$ cat src/rtl/note_sequencer.sv
// Melody sequencer: walks a small note table, driving one square-wave tone divider.
// Optional macro SEQ_TRANSPOSE_EN adds oct_shift to raise each note 0-3 octaves.
module note_sequencer #(
    parameter int NOTES     = 8,
    parameter int CNT_W     = 21,
    parameter int DUR_W     = 16,
    parameter int TICK_DIV  = 50000,
    parameter int GAP_TICKS = 10,
    localparam int IDX_W    = $clog2(NOTES)
) (
    input  logic             clk,
    input  logic             rst,
    input  logic             load_en,
    input  logic [IDX_W-1:0] load_addr,
    input  logic [CNT_W-1:0] load_period,
    input  logic [DUR_W-1:0] load_dur,
    input  logic             start,
    input  logic             stop,
    input  logic             loop_en,
`ifdef SEQ_TRANSPOSE_EN
    input  logic [1:0]       oct_shift,
`endif
    output logic             tone_out,
    output logic             busy,
    output logic [IDX_W-1:0] note_idx,
    output logic             done
);

    localparam int PRE_W  = (TICK_DIV > 1) ? $clog2(TICK_DIV) : 1;
    localparam int GAP_W  = $clog2(GAP_TICKS + 1);
    localparam int DCNT_W = (GAP_W > DUR_W) ? GAP_W : DUR_W;
    localparam logic [PRE_W-1:0]  PRE_LAST = PRE_W'(TICK_DIV - 1);
    localparam logic [DCNT_W-1:0] GAP_LAST = (GAP_TICKS > 0) ? DCNT_W'(GAP_TICKS - 1) : '0;
    localparam logic [IDX_W-1:0]  IDX_LAST = IDX_W'(NOTES - 1);

    typedef enum logic [1:0] {IDLE, FETCH, PLAY, GAP} state_t;

    state_t            state;
    logic [CNT_W-1:0]  per_tab [NOTES];
    logic [DUR_W-1:0]  dur_tab [NOTES];
    logic [IDX_W-1:0]  idx;
    logic [CNT_W-1:0]  per_w;
    logic [CNT_W-1:0]  tcnt;
    logic [DUR_W-1:0]  dur_w;
    logic [PRE_W-1:0]  pre;
    logic [DCNT_W-1:0] dcnt;
    logic [CNT_W-1:0]  fetch_per;
    logic              tick;
    logic              finish;

    assign tick     = (pre == PRE_LAST);
    // Last entry without looping ends playback; otherwise idx+1 wraps to 0 (NOTES is 2^n).
    assign finish   = (idx == IDX_LAST) && !loop_en;
    assign note_idx = idx;

`ifdef SEQ_TRANSPOSE_EN
    logic [CNT_W-1:0] shifted;
    always_comb begin
        shifted   = per_tab[idx] >> oct_shift;
        fetch_per = shifted;
        if (per_tab[idx] != '0 && shifted == '0)
            fetch_per = CNT_W'(1);
    end
`else
    assign fetch_per = per_tab[idx];
`endif

    always_ff @(posedge clk) begin
        done <= 1'b0;
        if (rst) begin
            state    <= IDLE;
            idx      <= '0;
            tone_out <= 1'b0;
            busy     <= 1'b0;
            per_w    <= '0;
            dur_w    <= '0;
            tcnt     <= '0;
            pre      <= '0;
            dcnt     <= '0;
            for (int i = 0; i < NOTES; i++)
                dur_tab[i] <= '0;
        end else if (state != IDLE && stop) begin
            state    <= IDLE;
            busy     <= 1'b0;
            idx      <= '0;
            tone_out <= 1'b0;
        end else begin
            case (state)
                IDLE: begin
                    if (load_en) begin
                        per_tab[load_addr] <= load_period;
                        dur_tab[load_addr] <= load_dur;
                    end
                    if (start) begin
                        state <= FETCH;
                        busy  <= 1'b1;
                        idx   <= '0;
                    end
                end
                FETCH: begin
                    per_w    <= fetch_per;
                    dur_w    <= dur_tab[idx];
                    tcnt     <= '0;
                    pre      <= '0;
                    dcnt     <= '0;
                    tone_out <= 1'b0;
                    if (dur_tab[idx] != '0) begin
                        state <= PLAY;
                    end else if (finish) begin
                        state <= IDLE; busy <= 1'b0; done <= 1'b1; idx <= '0;
                    end else begin
                        idx <= idx + 1'b1;
                    end
                end
                PLAY: begin
                    if (per_w != '0) begin
                        if (tcnt == per_w - 1'b1) begin
                            tcnt     <= '0;
                            tone_out <= ~tone_out;
                        end else begin
                            tcnt <= tcnt + 1'b1;
                        end
                    end
                    pre <= tick ? '0 : pre + 1'b1;
                    if (tick) begin
                        if (dcnt == DCNT_W'(dur_w) - 1'b1) begin
                            dcnt     <= '0;
                            tone_out <= 1'b0;
                            if (GAP_TICKS != 0) begin
                                state <= GAP;
                            end else if (finish) begin
                                state <= IDLE; busy <= 1'b0; done <= 1'b1; idx <= '0;
                            end else begin
                                state <= FETCH; idx <= idx + 1'b1;
                            end
                        end else begin
                            dcnt <= dcnt + 1'b1;
                        end
                    end
                end
                GAP: begin
                    tone_out <= 1'b0;
                    pre      <= tick ? '0 : pre + 1'b1;
                    if (tick) begin
                        if (dcnt == GAP_LAST) begin
                            dcnt <= '0;
                            if (finish) begin
                                state <= IDLE; busy <= 1'b0; done <= 1'b1; idx <= '0;
                            end else begin
                                state <= FETCH; idx <= idx + 1'b1;
                            end
                        end else begin
                            dcnt <= dcnt + 1'b1;
                        end
                    end
                end
                default: state <= IDLE;
            endcase
        end
    end

endmodule

$ cat config.mk
export PLATFORM = sky130hd
export DESIGN_NAME = note_sequencer
export DESIGN_NICKNAME = d
export VERILOG_FILES = /design/src/rtl/note_sequencer.sv
export SDC_FILE = /design/constraint.sdc
export NUM_CORES = 1
export LEC_CHECK = 0
export BUFFER_PORTS_ARGS = -buffer_cell sky130_fd_sc_hd__buf_2
export CAP_MARGIN = 10
export CORE_AREA = 2 2 191 193
export CTS_CLUSTER_SIZE = 20
export DETAILED_ROUTE_END_ITERATION = 16
export DIE_AREA = 0 0 193 195
export GPL_ROUTABILITY_DRIVEN = 0
export PLACE_DENSITY = 0.66
export SLEW_MARGIN = 20
export SYNTH_ARGS = -nofsm -noshare
export SYNTH_HDL_FRONTEND = slang
export SYNTH_SLANG_ARGS = --single-unit
$ cat constraint.sdc
create_clock -name clk -period 7.4 [get_ports clk]
set_input_delay 0 -clock clk [delete_from_list [all_inputs] [get_ports clk]]
set_output_delay 0 -clock clk [all_outputs]
set_load 0.01 [all_outputs]
==> run summary <==
Final Cell Area = 0.0201 mm2
Clk network pwr share = 35.6%
Synth warnings = 0
total leakage power = 6.71 nW
met1 usage in global routing = 30.2%
fraction of layout cells with a size suffix above 1 = 16.7%
Worst EP required = 7.85 ns
top-count cell post-synth = edfxtp_1
EDFF count, synth = 296
FMAX = 273 MHz
Worst Reg-to-Reg Cells = 9
switching part of the total power = 27.4%
syn_area_per_cell = 13.6 um2
die area = 0.0376 mm2
initial core utilization = 49.7%
part of the power in combinational logic = 18.3%
# setup viols final = 0
Cell Pwr Density = 286 mW/mm2
CTS max path bufs = 3
layout net count = 1,428
GRT Overall Usage = 20.9%
Worst Setup Path Type = flop to flop
DP HPWL = 22,200 um
H-tree depth = 2
Crit-path slowest cell = mux4_2
R2R Setup Slk = 3.73 ns
DIE WIDTH = 193 um
worst hold path cell count = 4
hold crit path type = input port to flop
TritonCTS clock tree = built
Tightest Pin Transition = 0.932 ns
Max Cap Viol = 0
Max Clock Skew = 0.0237 ns
Seq/Total Area, Yosys = 62.0%
Hold Startpoint = stop
via/cell ratio = 5.75
Synth Cell Area = 0.0176 mm2
root buffer cell = clkbuf_16
sequential share of power = 46.1%
via count = 10,700
vias in the first global route = 10,700
post-CTS setup buffers = 0
CP arrival = 4.12 ns
endpoint type of the worst setup path = flop
port buffer count = 51
Post-route DRC = 0
slew margin rel. = 37.9%
GRT Residual Overflow = 0
synthesis-stage register bit count = 397
post-synth top area share = 50.5%
final cycle utilization of the critical path = 49.6%
PostCTS Resize Cnt = 0
synthesis-to-finish area growth = 14.4%
IO Count = 52
peak supply drop = 192 uV
Pre-antenna DRT Iters = 6
# rows = 69
met3 Usage GRT = 3.32%
ranking of synthesized cells by area = edfxtp_1 51%, dfxtp_1 11%, mux4_2 9.5%
worst r2r dst = note_idx[0]
Num CTS Buffers = 42
Synth top cells by count = 296 x edfxtp_1, 131 x and2_1, 107 x nor2_1
Die Ht = 195 um
Hold Fails Final Rpt = 0
CORE AREA = 0.0354 mm2
met2 Use GR = 33.0%
Placed Area = 0.0184 mm2
status = completed
Synth Flop Type = edfxtp_1
drt initial violations = 829
Avg WL per Cell = 20.4 um
internal power = 4.17 mW
WHS Endpoint = pre[14]
CP Launch Type = flop
GRT busiest layer = met2
RSZ-0062 raised after global routing = no
Async SR Flop Fraction = 0%
CTS Hold Bufs = 39
Cell variety after synth = 64
CTS Sinks = 397
Tmin final = 3.67 ns
Worst Hold Slack = 0.0170 ns
first-pass GRT wire length = 60,600 um
Syn Inst Count = 1,289
Worst-path clk slew = 0.05 ns
Final TNS setup = 0 ns
biggest area consumer among synthesized cells = edfxtp_1
crit path cell chain = buf_4 > mux4_2 > mux2i_1 > nand4_1 > nor4_1 > a21o_1 > a21boi_1 > or3_1 > a21oi_1
Post-Route WL = 38,200 um
initial antenna violation count = 2
later-pin clock latency in the skew report = 0.55 ns
Crit Path Max Fanout = 32
Switching Power = 1.58 mW
antenna viol nets, final = 0
Max Slew Vio Count = 0
Worst path max stage delay = 0.58 ns
largest net degree at the start of global routing = 76
Mapped Nets = 1,343
[placed cells by master (no fill, tap or decap), types with 37 or more instances in the layout]
cell / synthesis / routed
edfxtp_1: 296 / 296
mux2i_1: 37 / 37
and2_1: 131 / 131
clkbuf_16: 0 / 42
nor2_1: 107 / 100
nand2_1: 60 / 60
buf_2: 3 / 51
dlygate4sd3_1: 0 / 39
mux4_2: 74 / 74
a211oi_1: 40 / 40
dfxtp_1: 101 / 97
[routing by layer]
metal / wire length (um) / up-vias
li1: - / 5061
met1: 17300 / 5316
met2: 17700 / 310
met3: 2350 / 61
met4: 775 / 0
met5: 0 / -
[worst max-delay path: cells and delay by family (launching register included)]
family	cells	cell delay (ns)
and+or+nand+nor	3	1.16
muxes	2	0.99
AOI/OAI and AO/OA	3	0.56
buffers and inverters	1	0.54
DFF	1	0.32
[power by group through the flow]
stage / Clock, mW / Sequential (mW) / Combinational, mW
finish: 2.04 / 2.65 / 1.05
global route: 2.18 / 2.67 / 1.16
CTS: 2.09 / 2.65 / 1.05
detailed placement: 0 / 2.70 / 1.03
global placement: 0 / 2.69 / 1.02
floorplan: 0 / 2.62 / 0.844
[cells by family after synthesis]
| group | count (synthesis) | synth area share [%] |
|---|---|---|
| muxes | 112 | 11.6 |
| buffers and inverters | 82 | 1.79 |
| DFF | 397 | 62.0 |
| and+or+nand+nor | 480 | 15.0 |
| xor gates and xnor gates | 70 | 3.49 |
| AOI/OAI and AO/OA | 140 | 5.48 |
| adders and majority gates | 8 | 0.569 |
[how the worst max path moves through the flow]
stage             start          end  slack (ns)  cells after the start
2_1_floorplan  per_w[0]      tcnt[9]        4.18                     12
3_3_place_gp       flop  note_idx[0]        3.78                      9
3_5_place_dp       flop  note_idx[0]        3.73                      9
4_1_cts        per_w[0]      tcnt[9]        3.72                     10
5_1_grt        per_w[0]      tcnt[3]        3.42                     10
6_report           flop  note_idx[0]        3.73                      9
[state kept, by name, summed over array words and instances (netlist names), named ones only]
signal and count:
per_w 21, pre 16, dcnt 16, note_idx 3, tone_out 1, state 1, per_tab 168, done 1
dur_w 16, busy 1, tcnt 21, dur_tab 128
[per-stage QoR]
step / utilization [%] / setup slack (ns) / total power, mW / cells
after floorplan: - / 4.18 / 3.47 / 1289
after detailed placement: 51.9 / 3.73 / 3.73 / 1752
after global placement: 51.9 / 3.78 / 3.72 / 1752
final: 56.8 / 3.73 / 5.75 / 1870
after CTS: 56.8 / 3.72 / 5.79 / 1868
after global routing: 56.8 / 3.42 / 6.02 / 1869
[area by class of cell]
type / instances / area (um2)
fill: 2801 / 15300
sequential: 397 / 10900
multi-input combinational: 810 / 6430
clock buffer: 50 / 1080
timing repair buffer: 106 / 766
tap: 461 / 577
clock inverter: 27 / 278
inverter: 17 / 63.8
antenna: 2 / 5.00
Note: power is estimated with default switching activity, not from simulation.
